### src/rtl/lif_neuron_chain.sv
// Purpose : chain of N leaky integrate-and-fire neurons, neuron i>0 driven by neuron i-1 spikes.
// Latency : a firing stim shows on spikes[0] after its edge; +1 cycle per stage; spike_out N cycles later.
// Backpressure: none; ena=0 freezes potentials, refractory counters and spike_count, spikes forced 0.
//
// Ports:
//   clk, reset          single clock (rising edge), asynchronous active-high reset
//   ena                 1 = network advances one step per cycle, 0 = freeze
//   stim, stim_valid    input current for neuron 0, applied only when stim_valid=1
//   threshold           shared firing threshold; 0 disables firing everywhere
//   weight              shared synaptic weight added to neuron i on a spike of neuron i-1
//   count_clr           synchronous clear of spike_count, dominates an increment
//   spikes              registered 1-cycle spike pulses, bit i = neuron i
//   spike_out           last neuron's spike pulse
//   spike_count         saturating count of spike_out pulses
//   v_out               packed membrane potentials, neuron i at [i*VW +: VW]
module lif_neuron_chain #(
  parameter int N          = 4,
  parameter int VW         = 8,
  parameter int LEAK_SHIFT = 3,
  parameter int REFRACT    = 4,
  parameter int CW         = 16
) (
  input  logic            clk,
  input  logic            reset,
  input  logic            ena,
  input  logic [VW-1:0]   stim,
  input  logic            stim_valid,
  input  logic [VW-1:0]   threshold,
  input  logic [VW-1:0]   weight,
  input  logic            count_clr,
  output logic [N-1:0]    spikes,
  output logic            spike_out,
  output logic [CW-1:0]   spike_count,
  output logic [N*VW-1:0] v_out
);

  // Refractory counter sized for the full 0..255 range of REFRACT.
  localparam int RCW = 8;
  localparam logic [RCW-1:0] RC_INIT = RCW'(REFRACT);

  logic [N-1:0]  spikes_q;
  logic [CW-1:0] cnt_q;

  for (genvar i = 0; i < N; i++) begin : g_neuron
    logic [VW-1:0]  cur;
    logic [VW:0]    vn_full;
    logic [VW-1:0]  vn_sat;
    logic           fire;
    logic [VW-1:0]  v_q;
    logic [RCW-1:0] rc_q;
    logic           spk_q;

    // Neuron 0 takes the external current; later neurons take the weight
    // when their predecessor fired on the previous cycle (registered spike).
    if (i == 0) begin : g_src
      assign cur = stim_valid ? stim : '0;
    end else begin : g_syn
      assign cur = spikes_q[i-1] ? weight : '0;
    end

    // One extra bit holds the sum; v - (v>>LEAK_SHIFT) never underflows,
    // so only the upper bound needs clamping.
    always_comb begin
      vn_full = ({1'b0, v_q} - {1'b0, (v_q >> LEAK_SHIFT)}) + {1'b0, cur};
      vn_sat  = vn_full[VW] ? '1 : vn_full[VW-1:0];
      fire    = (threshold != '0) && (vn_sat >= threshold);
    end

    always_ff @(posedge clk or posedge reset) begin
      if (reset) begin
        v_q   <= '0;
        rc_q  <= '0;
        spk_q <= 1'b0;
      end else if (ena) begin
        if (rc_q != '0) begin
          // Refractory: input is dropped, potential pinned at rest.
          rc_q  <= rc_q - RCW'(1);
          v_q   <= '0;
          spk_q <= 1'b0;
        end else if (fire) begin
          rc_q  <= RC_INIT;
          v_q   <= '0;
          spk_q <= 1'b1;
        end else begin
          v_q   <= vn_sat;
          spk_q <= 1'b0;
        end
      end else begin
        // Frozen: state holds but pulses must not stretch across the stall.
        spk_q <= 1'b0;
      end
    end

    assign spikes_q[i]          = spk_q;
    assign v_out[i*VW +: VW]    = v_q;
  end

  always_ff @(posedge clk or posedge reset) begin
    if (reset) begin
      cnt_q <= '0;
    end else if (count_clr) begin
      cnt_q <= '0;
    end else if (ena && spikes_q[N-1] && (cnt_q != '1)) begin
      cnt_q <= cnt_q + CW'(1);
    end
  end

  assign spikes      = spikes_q;
  assign spike_out   = spikes_q[N-1];
  assign spike_count = cnt_q;

endmodule

### config.mk
export PLATFORM = sky130hd
export DESIGN_NAME = lif_neuron_chain
export DESIGN_NICKNAME = d
export VERILOG_FILES = /design/src/rtl/lif_neuron_chain.sv
export SDC_FILE = /design/constraint.sdc
export NUM_CORES = 1
export LEC_CHECK = 0
export ABC_AREA = 1
export CAP_MARGIN = 40
export CORE_MARGIN = 5
export CORE_UTILIZATION = 42
export CTS_CLUSTER_DIAMETER = 150
export DETAILED_ROUTE_END_ITERATION = 6
export DONT_BUFFER_PORTS = 1
export SYNTH_ARGS = -nofsm -noshare
export SYNTH_HDL_FRONTEND = slang
export SYNTH_SLANG_ARGS = --single-unit
### constraint.sdc
create_clock -name clk -period 4.4 [get_ports clk]
set_input_delay 0.88 -clock clk [delete_from_list [all_inputs] [get_ports clk]]
set_output_delay 0.88 -clock clk [all_outputs]
set_load 0.05 [all_outputs]
-- After elaboration in Yosys (flattened, before gate mapping)
Index checks and enable logic that the tools add are counted.
W data, S select, Z words.
- bits in registers: 84
- latch bits: 0
- memory bits (writable): 0
- memory bits (read-only): 0
- output and inout bits: 53
- memories kept: 0
- add/subtract/negate cells: 13
- $mul: 0
- div/mod/pow operators: 0
- $lt $le $gt $ge: 4
- equal/unequal tests: 1
- shift-type cells: 0
- multiplexer cells: 38
- bitwise gates (word level): 0
- reduce and logical (&&, ||, !) cells: 20
- operators with widths (kind ; count):
    $mux W8 ; 24
    $reduce_bool A8 Y1 ; 5
    $add A9 B8 Y9 ; 4
    $sub A8 B5 Y9 ; 4
    $ge A8 B8 Y1 ; 4
    $mux W16 ; 2
    $sub A8 B1 Y8 const B ; 4
    $add A16 B1 Y16 const B ; 1
    $ne A16 B16 Y1 const B ; 1
    $mux W1 ; 12
    $reduce_bool A2 Y1 ; 5
    $reduce_and A2 Y1 ; 4
    $logic_and A1 B1 Y1 ; 6

-- Logic depth before layout (Yosys ltp)
Gate-level depths: netlist (run 1).
- word-level depth: 8
- gate-level depth with buffers: 27

-- Least setup slack after synthesis (run 1)
No wires, ideal clock.
- kind: in2reg
- start: input stim_valid
- end: register g_neuron[0].rc_q[7]
- setup time: 0.066 ns
- data arrival time: 3.767 ns
- data required time: 4.334 ns
- setup slack: 0.567 ns
- stages on the path: 22
- path buffers: 1
- cell sequence: clkbuf_1 > nand2_1 > fa_1 > fa_1 > nand3b_1 > nand2_1 > nand2_1 > nand2_1 > nand2_1 > nand2_2 > nand2_1 > ha_1 > nand2_1 > nor2_1 > nor2_1 > nand2_1 > nand2_1 > nand2_1 > nand3_2 > nand2_1 > nand2_1 > nand2_1
- word-level cells in the longest chain between the ends: 7
- RTL lines (item ; RTL line ; source):
    from (decl) ; 27 ; input logic stim_valid,
    $mux W8 ; 56 ; assign cur = stim_valid ? stim : '0;
    $add A9 B8 Y9 ; 64 ; vn_full = ({1'b0, v_q} - {1'b0, (v_q >> LEAK_SHIFT)}) + {1'b0, cur};
    $mux W8 ; 65 ; vn_sat = vn_full[VW] ? '1 : vn_full[VW-1:0];
    $ge A8 B8 Y1 ; 66 ; fire = (threshold != '0) && (vn_sat >= threshold);
    $logic_and A1 B1 Y1 ; 66 ;
    $reduce_bool A2 Y1 (no source line) ; - ;
    $reduce_and A2 Y1 (no source line) ; - ;
    to (signal assigned) ; 77 ; rc_q <= rc_q - RCW'(1);
    to (decl) ; 50 ; logic [RCW-1:0] rc_q;
Every way passes these cells.
A chain may end at the register's enable or synchronous reset.

-- Final worst setup path (run 1)
- start: register g_neuron[0].spk_q
- end: register g_neuron[1].rc_q[4]
- word-level cells in the longest chain between the ends: 7
- RTL lines (item ; RTL line ; source):
    from (decl) ; 51 ; logic spk_q;
    from (signal assigned) ; 73 ; spk_q <= 1'b0;
    from (signal assigned) ; 79 ; spk_q <= 1'b0;
    from (signal assigned) ; 83 ; spk_q <= 1'b1;
    $mux W8 ; 58 ; assign cur = spikes_q[i-1] ? weight : '0;
    $add A9 B8 Y9 ; 64 ;
    $mux W8 ; 65 ;
    $ge A8 B8 Y1 ; 66 ;
    $logic_and A1 B1 Y1 ; 66 ;
    $reduce_bool A2 Y1 (no source line) ; - ;
    $reduce_and A2 Y1 (no source line) ; - ;
    to (signal assigned) ; 77 ;
    to (decl) ; 50 ;
Every way passes these cells.

==> run metrics, run 1 <==
postcts setup bufs=0; Root Driver=clkbuf_16; Startpoint Class=flip-flop; Ant. Diodes=0; cell repeated most along the worst path=nand2_1; DR WL/cell=13.3 um; # IOs=slightly above 80; asr flop ratio synth=1.00; Initial Util=0.426; initial antenna violation count=0; Top FF cell, synth=dfrtp_1; number of synthesized flops with an enable pin=0; share of cells above drive strength 1=0.0931; CTS Hold Bufs=0; Hold WS=0.382 ns; CP required=around 4.7 ns; row cnt=50; syn_nets=1,300; status=finished clean; final WL=18,900 um; Final HPWL DP=between 15,000 and 20,000 um; most frequent cell after synthesis=nand2_1; Clock Skews=between 0.007 and 0.008 ns; Layout Nets=1,321; die area=approximately 22,000 um2; buffers from clock root to sink, at most=2; worst slew pin tran=0.797 ns; vias in the first global route=6,488; # setup viols final=0; Post-Syn Area=7950 um2; gr usage total=0.181; top cell type's share of synthesized area=0.264; grt total ovfl=0; drt first-iter violations=between 300 and 400; ranking of synthesized cells by area=dfrtp_1 26%, nand2_1 21%, ha_1 13%; library cells used by synthesis=34; kind of critical path=flip-flop to flip-flop; CTS Sinks=84; die height=about 150 um; Slowest-stage cell, CP=dfrtp_1; worst relative slew slack=0.468; critical path peak fanout=8; DRC viols=0; worst hold path type=input port to asynchronous set/reset pin; setup_tns=0 ns; Mapped Cells=1,166; CORE AREA=18,600 um2; IO Port Bufs=0; dpl cells=1,410; Avg Cell Area, Syn=6.82 um2; pin count of the biggest net entering global routing=33; dominant cell type by area after synthesis=dfrtp_1; DRT Pass-1 Iters=4; crit path time final=3.87 ns; max-slew violations=0; Cell Chain, Critical Path=nand2_1 > fa_1 > fa_1 > nand3b_1 > nand2_1 > nand2_1 > nand2_1 > nand2_1 > nand2_2 > nand2_1 > ha_1 > nand2_1 > nor2_1 > nor2_1 > nand2_1 > nand2_1 > nand2_1 > nand3_2 > nand2_1 > nand2_1 > nand2_1; area growth from synthesis to layout=8.92%; max incr delay on CP=0.60 ns; cts bufs inserted=9; CTS tree=yes; Final ANT Viol Nets=0; crit share post-route=0.879; later-pin clock latency in the skew report=about 0.35 ns; final core utilization=0.464; H-tree depth=3; GP Congestion=0.842; Critical Path AT=~4.2 ns; Die W=148 um; top post-synthesis cells by count=438 x nand2_1, 233 x inv_1, 85 x ha_1; count of state elements after synthesis=84; fmax=259 MHz; reg2reg path depth=21; Hold Fails Final Rpt=0; Final Non-Filler Cells=1,426; sequential area share after synthesis=0.264; yosys warns=0; routed vias/inst=4.72; crit end category=flip-flop; Vias=6,728; first-pass GRT wire length=32,200 um; Worst-path clk slew=approximately 0.070 ns; # resized after CTS=0; maximum capacitance violations=0; unrepaired setup endpoints after global routing=no
-- cell families (layout without fill, tap and decap cells) --
family                     count (synthesis)  after routing  synth area share
and+or+nand+nor                          620            620             0.337
buffers and inverters                    262            288             0.129
adders and majority gates                105            105             0.184
DFF                                       84             84             0.264
AOI/OAI and AO/OA                         71             71            0.0587
xor gates and xnor gates                  24             24            0.0264
-- through the flow --
stage	setup slack, ns	instance area, um2
2_1_floorplan	0.567	7950
3_3_place_gp	0.354	8330
3_5_place_dp	0.307	8360
4_1_cts	0.497	8660
5_1_grt	0.219	8660
6_report	0.534	8660
-- placed cells by master (no fill, tap or decap), types with 7 or more instances in the layout --
cell type and count:
xnor2_1 12, nor2_2 17, nor2_1 54, xor2_1 12, nand3_1 52, ha_1 85, clkbuf_16 9, nand3_2 7
buf_4 26, nand3b_1 8, nand2_1 438, inv_1 232, fa_1 20, o21ai_0 22, inv_2 12, dfrtp_1 84
o21ai_2 9, nand4_1 13, nor3_1 7, a21oi_1 22
-- flip-flops by register name, summed over array words and instances, names as in the netlist --
| signal | cells |
|---|---|
| g_neuron.spk_q | 3 |
| g_neuron.v_q | 32 |
| spike_count | 16 |
| spike_out | 1 |
| g_neuron.rc_q | 32 |
-- cell type report --
class / instances / area, um2
fillers: 1936 / 9980
multi-input cells: 820 / 4820
flip-flops and latches: 84 / 2100
inverters: 245 / 921
well taps: 234 / 293
clock buffers: 9 / 225
repair buffers: 27 / 223
clock inverters: 7 / 73.8
-- final timing paths --
path	startpoint	to	slack, ns
min	reset	g_neuron[3].rc_q[7]	0.38
max reg2reg	g_neuron[0].spk_q	g_neuron[1].rc_q[4]	0.53
max in group asynchronous	reset	g_neuron[1].v_q[6]	3.24
min reg2reg	g_neuron[2].rc_q[4]	g_neuron[2].rc_q[4]	0.48
max	g_neuron[0].spk_q	g_neuron[1].rc_q[4]	0.53
min in group clk	g_neuron[2].rc_q[4]	g_neuron[2].rc_q[4]	0.48
-- critical path, delay by kind of cell (launching register included) --
| kind | cells | cell delay [ns] |
|---|---|---|
| and+or+nand+nor | 18 | 1.92 |
| DFF | 1 | 0.60 |
| adders and majority gates | 3 | 1.28 |
-- layer usage --
metal,GRT usage,wire length (um),share of wire,vias up
met5,0,0,0,-
met1,0.252,9500,0.50,3037
met4,0.0415,179,0.0095,0
met3,0.0328,711,0.038,15
li1,-,-,-,3595
met2,0.294,8550,0.45,81
Power of run 1 is not shown: default switching activity piles up to over one toggle a cycle in this logic, so the estimate is an artifact.
==> run 2, diff against run 1 <==
--- a/config.mk
+++ b/config.mk
@@ -5,7 +5,6 @@
 export SDC_FILE = /design/constraint.sdc
 export NUM_CORES = 1
 export LEC_CHECK = 0
-export ABC_AREA = 1
 export CAP_MARGIN = 40
 export CORE_MARGIN = 5
 export CORE_UTILIZATION = 42
==> run metrics, run 2 <==
asr flop ratio synth=1.00; routed vias/inst=between 5 and 6; max-slew violations=0; post-route cell area=8470 um2; commonest non-fill, non-tap cell in the layout=inv_1; number of synthesized flops with an enable pin=0; Clock Skews=roughly 0.0082 ns; # IOs=82; gr usage total=0.183; Hold WS=0.508 ns; CTS tree=yes; pin count of the biggest net entering global routing=60; grt total ovfl=0; DRT Pass-1 Iters=5; CTS Sinks=84; count of state elements after synthesis=84; Slowest-stage cell, CP=fa_1; Hold Fails Final Rpt=0; # setup viols final=0; row cnt=47; DRC viols=0; critical path peak fanout=3; worst slew pin tran=0.744 ns; library cells used by synthesis=70; Final ANT Viol Nets=0; Vias=5,858; final core utilization=0.511; initial antenna violation count=0; Worst-path clk slew=about 0.070 ns; Root Driver=clkbuf_16; CTS Hold Bufs=0; top post-synthesis cells by count=140 x inv_1, 85 x ha_1, 84 x dfrtp_1; crit share post-route=0.956; worst relative slew slack=0.504; Top FF cell, synth=dfrtp_1; kind of critical path=input port to flip-flop; setup_tns=0 ns; Critical Path AT=4.44 ns; Mapped Cells=819; Final HPWL DP=~14,000 um; Initial Util=0.429; yosys warns=0; final WL=17,400 um; DP Area=8040 um2; syn_nets=953; most frequent cell after synthesis=inv_1; share of cells above drive strength 1=0.187; first-pass GRT wire length=between 20,000 and 30,000 um; Startpoint Class=input port; IO Port Bufs=0; crit path time final=4.21 ns; fmax=238 MHz; Post-Syn Area=7120 um2; die height=140 um; Layout Nets=about 1,000; ranking of synthesized cells by area=dfrtp_1 30%, ha_1 15%, inv_1 7.4%; die area=19,600 um2; most frequent cells in the layout=138 x inv_1, 96 x buf_4, 84 x ha_1, 82 x dfrtp_1, 76 x nand2_1; DR WL/cell=15.3 um; Ant. Diodes=0; drt first-iter violations=242; area growth from synthesis to layout=19.0%; max incr delay on CP=approximately 0.48 ns; cts bufs inserted=9; status=finished clean; Die W=between 100 and 150 um; GP Congestion=approximately 0.91; dominant cell type by area after synthesis=dfrtp_1; H-tree depth=3; later-pin clock latency in the skew report=0.35 ns; worst hold path type=input port to asynchronous set/reset pin; sequential area share after synthesis=0.295; CP required=about 4.6 ns; Cell Chain, Critical Path=nand2_2 > fa_1 > inv_1 > ha_1 > nor2b_2 > o31a_1 > o22ai_4 > xor2_2 > and3_4 > inv_1 > ha_1 > and2_4 > o2111ai_4 > o21ai_4 > a21boi_4 > nor4b_2 > mux2_1; top cell type's share of synthesized area=0.295; crit end category=flip-flop; CORE AREA=16,600 um2; maximum capacitance violations=0; Avg Cell Area, Syn=just under 9 um2; buffers from clock root to sink, at most=2; vias in the first global route=5,904
[run 2: cell types whose count changed in the layout (fill, tap and decap cells not counted), sizes merged, moves of 12 or more]
cell and delta:
nand2 -366, nor2b +17, nor2 -15, nand3 -42, inv -106, o22ai +35, nor3 +15, nand2b +12
buf +70
[run 2: worst paths after layout]
check | start | endpoint | slack [ns] | cells after the start
min in group clk | g_neuron[1].rc_q[1] | g_neuron[1].rc_q[1] | 0.51 | 2
max | weight[2] | g_neuron[1].rc_q[6] | 0.19 | 17
max in group asynchronous | reset | g_neuron[0].spk_q | 2.75 | 2
min reg2reg | g_neuron[1].rc_q[1] | g_neuron[1].rc_q[1] | 0.51 | 2
min | reset | spike_count[3] | 0.51 | 1
max reg2reg | g_neuron[0].spk_q | g_neuron[1].rc_q[6] | 0.20 | 17
[run 2: layout make-up]
cell class	instances	area [um2]
Clock buffer	9	225
Multi-Input combinational cell	578	4530
Fill cell	1562	8110
Sequential cell	84	2100
Clock inverter	7	62.6
Tap cell	220	275
Inverter	140	527
Timing Repair Buffer	97	748
[run 2: through the flow]
stage / worst slack (ns) / cells
3_3_place_gp: -0.285 / 1114
4_1_cts: 0.000686 / 1131
6_report: 0.194 / 1135
2_1_floorplan: -0.00708 / 819
5_1_grt: -0.00978 / 1135
3_5_place_dp: -0.323 / 1115
[run 2: kinds of logic (layout without fill, tap and decap cells)]
group,after synthesis,count (layout),synth area share
AOI/OAI and AO/OA,157,157,0.150
xor gates and xnor gates,43,43,0.0561
adders and majority gates,105,105,0.206
buffers and inverters,157,253,0.0860
DFF,84,84,0.295
muxes,12,12,0.0190
and+or+nand+nor,261,261,0.188
[run 2: layer usage]
layer | share of wire | global-route usage
met1 | 0.46 | 0.241
met2 | 0.47 | 0.295
met3 | 0.062 | 0.0508
met4 | 0.0092 | 0.0515
met5 | 0 | 0
[run 2: timing repair]
action / 4_1_cts / 5_1_grt
setup buffers: 0 / 4
gates resized for setup: 1 / 21
endpoints found under the setup margin: 9 / 17
pin swaps: 0 / 9
[run 2: critical path: cells and delay by family]
family	cells	cell delay, ns
xor+xnor	1	0.19
simple gates	5	0.89
mux	1	0.35
compound gates	5	0.99
buf+inv	2	0.09
fa+ha+maj	3	1.05
Power of run 2 is left out for the same reason.
